`src/rtl/div_tick_timer_if.sv`:
```
// Handshake/bus bundle for div_tick_timer: divider levels, control strobes and timer status.
interface div_tick_timer_if #(
  parameter int unsigned WIDTH = 8
);
  logic             divideby2;
  logic             divideby4;
  logic             divideby8;
  logic             divideby16;
  logic [1:0]       rate_sel;
  logic [WIDTH-1:0] period;
  logic             start;
  logic             stop;
  logic             ack;
  logic             tick;
  logic             busy;
  logic             expired;
  logic             expire_pulse;
  logic             overrun;
  logic [WIDTH-1:0] count;

  modport master (
    output divideby2, divideby4, divideby8, divideby16,
    output rate_sel, period, start, stop, ack,
    input  tick, busy, expired, expire_pulse, overrun, count
  );

  modport slave (
    input  divideby2, divideby4, divideby8, divideby16,
    input  rate_sel, period, start, stop, ack,
    output tick, busy, expired, expire_pulse, overrun, count
  );
endinterface

```
`src/rtl/div_tick_timer.sv`:
```
// Tick-enable generator and programmable down-count timer driven by clock-divider levels.
// Optional auto-reload (periodic) mode enabled by defining DIV_TICK_AUTO_RELOAD_EN.
module div_tick_timer #(
  parameter int unsigned WIDTH = 8
) (
  input  logic             clk,
  input  logic             rst,
  div_tick_timer_if.slave  bus
);

  localparam int unsigned DIV_W = 4;

  localparam logic [1:0] ST_IDLE    = 2'd0;
  localparam logic [1:0] ST_RUN     = 2'd1;
  localparam logic [1:0] ST_EXPIRED = 2'd2;

  logic [1:0]       state_q,        state_d;
  logic [DIV_W-1:0] hist_q,         hist_d;
  logic             tick_q,         tick_d;
  logic             busy_q,         busy_d;
  logic             expired_q,      expired_d;
  logic             expire_pulse_q, expire_pulse_d;
  logic             overrun_q,      overrun_d;
  logic [WIDTH-1:0] count_q,        count_d;
  logic [WIDTH-1:0] period_q,       period_d;

  logic [DIV_W-1:0] div_lvl_c;
  logic             raw_tick_c;
  logic [WIDTH-1:0] load_val_c;

  // All histories track every cycle, so switching rate_sel never sees a stale level.
  assign div_lvl_c  = {bus.divideby16, bus.divideby8, bus.divideby4, bus.divideby2};
  assign raw_tick_c = div_lvl_c[bus.rate_sel] & ~hist_q[bus.rate_sel];
  assign load_val_c = (bus.period == '0) ? WIDTH'(1) : bus.period;

  // State register
  always_ff @(posedge clk) begin
    if (!rst) begin
      state_q        <= ST_IDLE;
      hist_q         <= '0;
      tick_q         <= 1'b0;
      busy_q         <= 1'b0;
      expired_q      <= 1'b0;
      expire_pulse_q <= 1'b0;
      overrun_q      <= 1'b0;
      count_q        <= '0;
      period_q       <= '0;
    end else begin
      state_q        <= state_d;
      hist_q         <= hist_d;
      tick_q         <= tick_d;
      busy_q         <= busy_d;
      expired_q      <= expired_d;
      expire_pulse_q <= expire_pulse_d;
      overrun_q      <= overrun_d;
      count_q        <= count_d;
      period_q       <= period_d;
    end
  end

  // Next-state and output logic; priority stop > start > raw_tick > ack
  always_comb begin
    state_d        = state_q;
    hist_d         = div_lvl_c;
    tick_d         = raw_tick_c;
    expired_d      = expired_q;
    expire_pulse_d = 1'b0;
    overrun_d      = overrun_q;
    count_d        = count_q;
    period_d       = period_q;

    case (state_q)
      ST_IDLE: begin
        if (bus.start) begin
          count_d   = load_val_c;
          period_d  = load_val_c;
          expired_d = 1'b0;
          state_d   = ST_RUN;
        end else if (bus.ack) begin
          expired_d = 1'b0;
          overrun_d = 1'b0;
        end
      end

      ST_RUN: begin
        if (bus.stop) begin
          state_d = ST_IDLE;
        end else if (bus.start) begin
          count_d  = load_val_c;
          period_d = load_val_c;
        end else if (raw_tick_c) begin
          if (count_q > WIDTH'(1)) begin
            count_d = count_q - WIDTH'(1);
          end else begin
            expired_d      = 1'b1;
            expire_pulse_d = 1'b1;
`ifdef DIV_TICK_AUTO_RELOAD_EN
            overrun_d      = overrun_q | expired_q;
            count_d        = period_q;
`else
            count_d        = '0;
            state_d        = ST_EXPIRED;
`endif
          end
        end else if (bus.ack) begin
          expired_d = 1'b0;
          overrun_d = 1'b0;
        end
      end

      ST_EXPIRED: begin
        if (bus.stop) begin
          expired_d = 1'b0;
          state_d   = ST_IDLE;
        end else if (bus.start) begin
          expired_d = 1'b0;
          count_d   = load_val_c;
          period_d  = load_val_c;
          state_d   = ST_RUN;
        end else if (bus.ack) begin
          expired_d = 1'b0;
          overrun_d = 1'b0;
          state_d   = ST_IDLE;
        end
      end

      default: begin
        state_d = ST_IDLE;
      end
    endcase

`ifndef DIV_TICK_AUTO_RELOAD_EN
    overrun_d = 1'b0;
`endif

    busy_d = (state_d == ST_RUN);
  end

  assign bus.tick         = tick_q;
  assign bus.busy         = busy_q;
  assign bus.expired      = expired_q;
  assign bus.expire_pulse = expire_pulse_q;
  assign bus.overrun      = overrun_q;
  assign bus.count        = count_q;

endmodule

```
`src/flat_wrapper.sv`:
```
// flat-port wrapper written by rule: the top's interface ports become plain ports
module div_tick_timer_flat 
#(
  parameter int unsigned WIDTH = 8
)
  (clk, rst, bus_divideby2, bus_divideby4, bus_divideby8, bus_divideby16, bus_rate_sel, bus_period, bus_start, bus_stop, bus_ack, bus_tick, bus_busy, bus_expired, bus_expire_pulse, bus_overrun, bus_count);
  div_tick_timer_if #(.WIDTH(WIDTH)) bus_i ();
  input  logic clk;
  input  logic rst;
  input wire logic [$bits(bus_i.divideby2)-1:0] bus_divideby2;
  input wire logic [$bits(bus_i.divideby4)-1:0] bus_divideby4;
  input wire logic [$bits(bus_i.divideby8)-1:0] bus_divideby8;
  input wire logic [$bits(bus_i.divideby16)-1:0] bus_divideby16;
  input wire logic [$bits(bus_i.rate_sel)-1:0] bus_rate_sel;
  input wire logic [$bits(bus_i.period)-1:0] bus_period;
  input wire logic [$bits(bus_i.start)-1:0] bus_start;
  input wire logic [$bits(bus_i.stop)-1:0] bus_stop;
  input wire logic [$bits(bus_i.ack)-1:0] bus_ack;
  output wire logic [$bits(bus_i.tick)-1:0] bus_tick;
  output wire logic [$bits(bus_i.busy)-1:0] bus_busy;
  output wire logic [$bits(bus_i.expired)-1:0] bus_expired;
  output wire logic [$bits(bus_i.expire_pulse)-1:0] bus_expire_pulse;
  output wire logic [$bits(bus_i.overrun)-1:0] bus_overrun;
  output wire logic [$bits(bus_i.count)-1:0] bus_count;
  assign bus_i.divideby2 = bus_divideby2;
  assign bus_i.divideby4 = bus_divideby4;
  assign bus_i.divideby8 = bus_divideby8;
  assign bus_i.divideby16 = bus_divideby16;
  assign bus_i.rate_sel = bus_rate_sel;
  assign bus_i.period = bus_period;
  assign bus_i.start = bus_start;
  assign bus_i.stop = bus_stop;
  assign bus_i.ack = bus_ack;
  assign bus_tick = bus_i.tick;
  assign bus_busy = bus_i.busy;
  assign bus_expired = bus_i.expired;
  assign bus_expire_pulse = bus_i.expire_pulse;
  assign bus_overrun = bus_i.overrun;
  assign bus_count = bus_i.count;
  div_tick_timer #(.WIDTH(WIDTH)) u_core (.clk(clk), .rst(rst), .bus(bus_i));
endmodule
```
`config.mk`:
```
export PLATFORM = sky130hd
export DESIGN_NAME = div_tick_timer_flat
export DESIGN_NICKNAME = d
export VERILOG_FILES = /design/src/rtl/div_tick_timer_if.sv /design/src/rtl/div_tick_timer.sv /design/src/flat_wrapper.sv
export SDC_FILE = /design/constraint.sdc
export NUM_CORES = 1
export LEC_CHECK = 0
export BUFFER_PORTS_ARGS = -buffer_cell sky130_fd_sc_hd__buf_2
export CAP_MARGIN = 20
export CORE_ASPECT_RATIO = 0.5
export CORE_UTILIZATION = 40
export DETAILED_ROUTE_END_ITERATION = 10
export PLACE_DENSITY = 0.68
export RECOVER_POWER = 50
export SYNTH_ARGS = -nofsm -noshare
export SYNTH_HDL_FRONTEND = slang
export SYNTH_SLANG_ARGS = --single-unit
export TNS_END_PERCENT = 30
```
`constraint.sdc`:
```
create_clock -name clk -period 5.3 [get_ports clk]
set_input_delay 1.06 -clock clk [delete_from_list [all_inputs] [get_ports clk]]
set_output_delay 1.06 -clock clk [all_outputs]
set_load 0.05 [all_outputs]
```
; ---- Word-level counts from Yosys, hierarchy flattened
; Cells that the tools add are included.
[totals]
reg_bits = 18
in_bits = 19
output_inout_bits = 13
wordCells = 59
[classes]
addsub = 1
n_lt_le_gt_ge = 2
n_eq_ne = 8
n_mux = 30
bitwise_logic = 5
reduce_logical = 6
[op_table]
columns = cell, n
row1 = $mux W8, 7
row2 = $pmux W8 S3, 1
row3 = $mux W2, 8
row4 = $mux W1, 10
row5 = $gt A8 B1 Y1 const B, 1
row6 = $logic_not A8 Y1, 1
row7 = $reduce_and A4 Y1, 2
row8 = $sub A8 B1 Y8 const B, 1
row9 = $ne A2 B2 Y1 const B, 3
row10 = $pmux W2 S3, 1
row11 = $reduce_or A5 Y1, 1
row12 = $bmux W1 S2, 2
row13 = $eq A2 B1 Y1 const B, 2
row14 = $not A1 Y1, 4
row15 = $lt A2 B3 Y1 const B, 1
row16 = $ne A3 B2 Y1 const B, 1
row17 = $ne A3 B3 Y1 const B, 1
row18 = $pmux W1 S3, 1
row19 = $reduce_bool A3 Y1, 1
row20 = $eq A2 B2 Y1 const B, 1
row21 = $logic_not A2 Y1, 1
row22 = $and A1 B1 Y1, 1

; ---- Longest topological paths before layout
; Gate-level depths: netlist (run 1).
[depth]
depth_word = 9
mapped_depth = 9
ltp_nobuf = 7

; ---- Worst setup path before layout (run 1)
; Ideal clock, no wire load.
[synth_path]
path_kind = input to register
startpoint = input bus_start
endpoint = register u_core.count_q[2], in the netlist u_core.bus.count[2]
setup_ps = 62
t_arrival_ps = 2415
required_time_ps = 5238
setup_slack_ps = 2823
path_stages = 6
n_path_buf = 1
path_cell_list = clkbuf_1 -> nor2b_1 -> o41ai_4 -> or3_2 -> a21boi_0 -> a32o_1
[synth_between]
elab_chain_cells = 3
word_cells_on_any_way = 7
cone_classes = eq/ne (1) / mux (5) / reduce/logical (1)
[synth_rtl]
columns = element, line_no
row1 = "start, declared", flat_wrapper.sv:16  ; input wire logic [$bits(bus_i.start)-1:0] bus_start;
row2 = "$mux W8, on equally long branches (2 in a row)", n/a
row3 = $pmux W8 S3, div_tick_timer.sv:72  ; case (state_q)
row4 = "end signal, assigned", div_tick_timer.sv:56  ; count_q <= count_d;
row5 = "end, declared", div_tick_timer.sv:24  ; logic [WIDTH-1:0] count_q, count_d;
; Several ways; a longest one is shown, not always the timed one. The select of a mux whose other input is x is not followed.
; A chain may end at the register's enable or synchronous reset.

; ---- Worst setup path after layout (run 1)
[layout_path]
startpoint = input bus_rate_sel[0]
endpoint = register u_core.count_q[2], in the netlist u_core.bus.count[2]
[layout_between]
elab_chain_cells = 6
word_cells_on_any_way = 8
cone_classes = eq/ne (1) / mux (4) / bitwise (2) / reduce/logical (1)
[layout_rtl]
columns = element, line_no
row1 = "start, declared", flat_wrapper.sv:14  ; input wire logic [$bits(bus_i.rate_sel)-1:0] bus_rate_sel;
row2 = $bmux W1 S2, div_tick_timer.sv:33  ; assign raw_tick_c = div_lvl_c[bus.rate_sel] & ~hist_q[bus.rate_sel];
row3 = $mux W1 (not written as such), div_tick_timer.sv:33
row4 = $not A1 Y1, div_tick_timer.sv:33
row5 = $and A1 B1 Y1 (*), div_tick_timer.sv:33
row6 = $ne A3 B2 Y1 (no source line) (*), n/a
row7 = $reduce_and A4 Y1 (no source line) (*), n/a
; Mark *: on every way between the ends. The rest lies on a longest branch, timed or not. The select of a mux whose other input is x is not followed.

==> results.cfg, run 1 <==
[drt]
wl_met3_um = 137
drt-total-wl_um = 2670
met1_length_um = 1400
vias_per_cell = 5.30
drt-pass1-iter-count = 4
drt_iter0_markers = 70
wire_per_inst_um = 13.1
met2_length_um = 1110
vias = 1081
final_antenna_net_count = 0
topRoutingLayerUsed = met4
drc = 0

[run_status]
outcome = complete, no violations

[pwr]
vdd_drop_max_mv = 0.151
combPwrFrac = 0.436
p_sw_mw = 0.218
leakage_nw = 0.604
p_int_mw = 0.302
total_power_mw = 0.520
powerDensity_mw_per_mm2 = 376
swShare = 0.420
power_frac_clock = 0.221
sequentialPowerShare = 0.343

[sta]
final-hold-violation-count = 0
finClkSkew_ps = 5.69
min_period_ps = 2750
setup_tns_ps = 0
worst_pin_slew_ps = 964
fmax_mhz = 364
final_max_slew_viol_count = 0
slew_headroom = 0.357
setup_viol = 0
fin_crit_sh = 0.518
timing.final.ws_setup_ps = 2550
rsz0062_at_grt = no

[setup_path]
cp-end-kind = flop
cp.required_ps = 5460
worstSetupPathType = primary input to flop
path_cells = clkbuf_1, nor4b_1, nor4_1, a21oi_1, o21ai_0, a32o_1
critical-path-max-stage-delay_ps = 770
cp.arrival_ps = 2900
critPathMaxFanout = 13
slowest_stage = a21oi_1
crit_path_start_kind = primary input

[worst_hold_path]
min_path_type = flop to flop

[yosys]
yosys_warnings = 0
syn_nets = 163
synthTopCellsByArea = dfxtp_1, ha_1, a21oi_1
synthCells = 138
yosysTopAreaCell = dfxtp_1
synth_top_area_frac = 0.308
ys_seq_area_frac = 0.308
async_flop_share = 0
avgSynthCellArea_um2 = 8.47
synth_ff_type = dfxtp_1
ys_ff_latch = 18
syn_area_mm2 = 0.00117
synth-edff-count = 0
synth_cell_types = 43

[finish]
n_antenna_cell = 0
areaGrowthSynthToFinish_pct = 18.1
fillers = 276
stdcell_area_mm2 = 0.00138
drive_gt1_frac = 0.186
final_nets = 193

[floorplanning]
rows = 13
start_util = 0.435
io_pins = 32
dieArea_mm2 = 0.00315
die_x_um = 78.4
die_h_um = 40.2
core-area_mm2 = 0.00268

[clocking]
cts_hold_buf = 0
clock_sinks = 18
cts-root-buf = clkbuf_8
cts_tree = built
cts_buffers = 3
post_cts_buffers = 0
cts_buffer_depth = 2
post_cts_resized = 0
ctsHtreeMaxLevel = 1
path_clk_slew_ps = 70
clock_latency_ps = 260

[place]
dpl_cell_area_mm2 = 0.00134
gp_congestion = 0.828
io_buffers = 30
dp_hpwl_um = 1970
dp_slack_ps = 2300

[grt]
grt_pass1_wl_um = 4150
grt_overflow = 0
antenna_found_initial = 0
grt_pass1_vias = 869
grt_max_degree = 18
track_usage = 0.177

[run]
drv_cap = 0
worst paths after layout:
check / startpoint / endpoint / depth (start not counted) / slack, ps
max: bus_rate_sel[0] / u_core.bus.count[2] / 6 / 2550
min: u_core.bus.expired / u_core.bus.expired / 1 / 530
min reg2reg: u_core.bus.expired / u_core.bus.expired / 1 / 530
max reg2reg: u_core.state_q[1] / u_core.bus.count[2] / 7 / 2700
state kept, by name, indices dropped and copies added (netlist names):
name,count
u_core.bus.count,8
u_core.hist_q,4
u_core.state_q,2
u_core.bus.busy,1
u_core.bus.expire_pulse,1
u_core.bus.expired,1
u_core.bus.tick,1
power by group through the flow:
| stage | clock (mW) | combinational (mW) | sequential, mW |
|---|---|---|---|
| finish | 0.115 | 0.227 | 0.178 |
| global route | 0.124 | 0.244 | 0.182 |
| CTS | 0.116 | 0.230 | 0.178 |
| detailed placement | 0 | 0.229 | 0.180 |
| global placement | 0 | 0.227 | 0.180 |
| floorplan | 0 | 0.133 | 0.226 |
cell usage in the layout, fill, tap and decap left out, drive strengths merged, types with 2 or more instances in the layout:
master,count
a21o,2
a21oi,9
a31oi,2
and2,4
buf,18
clkbuf,16
dfxtp,18
ha,6
inv,12
mux2i,2
nand2,7
nand2b,4
nor2,9
nor2b,4
nor3,5
nor4,4
nor4bb,2
o211a,4
o211ai,3
o21a,3
o21ai,8
o221ai,2
o2bb2ai,2
or3,2
or4,3
critical path: cells and delay by family:
family | cells | cell delay, ps
simple gates | 2 | 450
buf+inv | 1 | 100
compound gates | 3 | 1290
per-stage QoR:
stage               hold slack (ps)  std cells   util
floorplan                       574        138      -
global placement                507        200  0.499
detailed placement              515        200  0.499
CTS                             531        204  0.520
global route                    571        204  0.514
finish                          530        204  0.514
area by class of cell:
cell class / count / area (µm²) / share of cell area
multi-input combinational: 103 / 738 / 0.535
timing repair buffer: 30 / 135 / 0.0979
tap: 37 / 46.3 / 0.0335
clock buffer: 4 / 55.1 / 0.0399
inverter: 12 / 45.0 / 0.0326
sequential: 18 / 360 / 0.261
metal layers:
metal | global-route usage | vias to the layer above
met4 | 0.0278 | 0
li1 | - | 561
met3 | 0.0545 | 2
met2 | 0.276 | 27
met1 | 0.245 | 491
met5 | 0 | -
cell usage after synthesis, drive strengths merged, types with 2 or more instances:
master	instances
a21o	2
o2bb2ai	2
nor4bb	2
a21oi	9
nor2	9
inv	12
o21a	3
mux2i	2
o211a	4
nand2b	4
o21ai	8
ha	6
nor2b	4
nor4	4
o211ai	3
nand2	7
o221ai	2
a31oi	2
or3	2
clkbuf	2
buf	3
or4	3
dfxtp	18
and2	4
nor3	5
cells by family after synthesis:
group,synth area share
AOI/OAI and AO/OA,0.279
xor gates and xnor gates,0.0150
adders and majority gates,0.0642
buffers and inverters,0.0600
DFF,0.308
muxes,0.0171
other,0.00321
and+or+nand+nor,0.253
(Power assumes the default switching activity.)
==> run 2, diff against run 1 <==
--- a/config.mk
+++ b/config.mk
@@ -5,12 +5,13 @@
 export SDC_FILE = /design/constraint.sdc
 export NUM_CORES = 1
 export LEC_CHECK = 0
+export ABC_AREA = 1
 export BUFFER_PORTS_ARGS = -buffer_cell sky130_fd_sc_hd__buf_2
 export CAP_MARGIN = 20
 export CORE_ASPECT_RATIO = 0.5
 export CORE_UTILIZATION = 40
 export DETAILED_ROUTE_END_ITERATION = 10
-export PLACE_DENSITY = 0.68
+export PLACE_DENSITY = 0.7
 export RECOVER_POWER = 50
 export SYNTH_ARGS = -nofsm -noshare
 export SYNTH_HDL_FRONTEND = slang
==> constraint.sdc (replaced) <==
create_clock -name clk -period 2.5 [get_ports clk]
set_input_delay 0.5 -clock clk [delete_from_list [all_inputs] [get_ports clk]]
set_output_delay 0.5 -clock clk [all_outputs]
set_load 0.05 [all_outputs]
==> run 2 against run 1 <==
Clock skew down 4.7 ps. Power up 71%. Critical path type is now flop to flop. Critical endpoint is now u_core.bus.count[1]. Final cell count up 25%. Combinational power up 33%.
==> results.cfg, run 2 <==
[run_status]
outcome = complete, no violations

[yosys]
yosysTopAreaCell = dfxtp_1
syn_area_mm2 = 0.00121
synth_cell_types = 29
yosys_warnings = 0
synth_ff_type = dfxtp_1
ys_seq_area_frac = 0.297
synthCells = 188
syn_nets = 213
synth_adder_area_share = 0.0619
synth_top_family_by_area = simple AND/OR/NAND/NOR gates
synth-simple-area-share = 0.367
avgSynthCellArea_um2 = 6.45
synthTopCellsByArea = dfxtp_1, nand2_1, inv_1
synth-compound-area-share = 0.121
ys_ff_latch = 18
async_flop_share = 0
synthMuxAreaShare = 0
synth-edff-count = 0
synth_xor_area_frac = 0.0289
synthTopCellsByCount = nand2_1, inv_1, nor2_1
synth_top_area_frac = 0.297
synth_most_common_cell = nand2_1

[place]
dp_hpwl_um = 2020
dpl_cell_area_mm2 = 0.00138
gp_congestion = 0.849
io_buffers = 30

[clocking]
cts_tree = built
ctsHtreeMaxLevel = 1
clock_latency_ps = 260
post_cts_buffers = 0
post_cts_resized = 0
cts_hold_buf = 0
cts_buffer_depth = 2
cts_buffers = 3
clock_sinks = 18
cts-root-buf = clkbuf_8
path_clk_slew_ps = 70

[worst_hold_path]
min_path_type = primary input to flop
holdCritStartpoint = bus_divideby2

[floorplanning]
dieArea_mm2 = 0.00327
core-area_mm2 = 0.00273
rows = 13
die_h_um = 40.9
io_pins = 32
die_x_um = 79.9
start_util = 0.444

[finish]
final_nets = 245
drive_gt1_frac = 0.169
n_antenna_cell = 0
areaGrowthSynthToFinish_pct = 17.4
fin_util = 0.521
layout_common_cells = nand2_1, inv_1, nor2_1
stdcell_area_mm2 = 0.00142
layout_commonest_cell = nand2_1
largest_reg_flops = 8

[setup_path]
slowest_stage = dfxtp_1
critPathMaxFanout = 12
r2r_start = u_core.state_q[1]
cp_top_family = flip-flops
cp.arrival_ps = 1840
cp-end-kind = flop
crit_buf_inv = 2
crit_path_start_kind = flop
worstSetupPathType = flop to flop
critical-path-max-stage-delay_ps = 400
cp.required_ps = 2650
cp-startpoint = u_core.state_q[1]
path_cells = inv_1, ha_1, inv_2, o22ai_1, nor2_4, nand2_2, o21ai_0, nor2_1

[sta]
finClkSkew_ps = 1.02
rsz0062_at_grt = no
min_period_ps = 1690
final-hold-violation-count = 0
setup_tns_ps = 0
fmax_mhz = 591
fin_crit_sh = 0.676
worst_pin_slew_ps = 630
final_max_slew_viol_count = 0
whs_ps = 434
slew_headroom = 0.580
setup_viol = 0

[drt]
wire_per_inst_um = 10.1
vias = 1194
drt-total-wl_um = 2580
final_antenna_net_count = 0
vias_per_cell = 4.66
drc = 0
drt-pass1-iter-count = 4
drt_iter0_markers = 46

[pwr]
powerDensity_mw_per_mm2 = 622
vdd_drop_max_mv = 0.278
leakage_nw = 0.754

[run]
drv_cap = 0

[grt]
antenna_found_initial = 0
grt_pass1_wl_um = 4250
track_usage = 0.177
grt_max_degree = 15
grt_pass1_vias = 977
grt_overflow = 0
run 2: changes by cell type in the layout (fill, tap and decap cells not counted), sizes merged, moves of 5 or more:
cell,change
nand2,+42
nor2,+23
nand3,+9
inv,+20
o21ai,+5
run 2: cell type report:
cell class                      instances  area [µm²]
Multi-Input combinational cell        135         706
Sequential cell                        18         360
Tap cell                               37        46.3
Inverter                               32         120
Timing Repair Buffer                   30         136
Clock buffer                            4        55.1
Fill cell                             283        1310
run 2: logic make-up after synthesis:
| family | count (synthesis) |
|---|---|
| buf+inv | 35 |
| other cells | 1 |
| fa+ha+maj | 6 |
| simple gates | 99 |
| xor+xnor | 4 |
| flops | 18 |
| compound gates | 25 |
run 2: where the power goes:
| part | total (mW) | switching, mW | internal (mW) |
|---|---|---|---|
| combinational | 0.301 | 0.211 | 0.0906 |
| sequential | 0.339 | 0.0266 | 0.312 |
| clock | 0.246 | 0.106 | 0.140 |
run 2: worst register-to-register path: stages, from the launching register on:
cell and delay, ps:
dfxtp_1 400, inv_1 100, ha_1 230, inv_2 120, o22ai_1 130, nor2_4 160
nand2_2 190, o21ai_0 210, nor2_1 50
run 2: metrics by stage:
step                      worst slack [ps]  std cells  total power [mW]
after floorplan                        771        188             0.584
after global placement                 820        252             0.649
after detailed placement               815        252             0.650
after CTS                              804        256             0.902
after global routing                   627        256             0.950
final                                  809        256             0.886
run 2: worst paths after layout:
check / to / slack, ps / cells past startpoint
worst max-delay path: u_core.bus.count[1] / 810 / 8
worst max register to register: u_core.bus.count[1] / 810 / 8
worst min register to register: u_core.bus.expired / 530 / 4
worst min-delay path: u_core.hist_q[0] / 430 / 3
run 2: layer usage:
| layer | part of all wire | vias up | GRT usage |
|---|---|---|---|
| met5 | 0 | - | 0 |
| li1 | - | 641 | - |
| met4 | 0 | 0 | 0.0402 |
| met1 | 0.53 | 530 | 0.237 |
| met3 | 0.042 | 0 | 0.0533 |
| met2 | 0.43 | 23 | 0.286 |
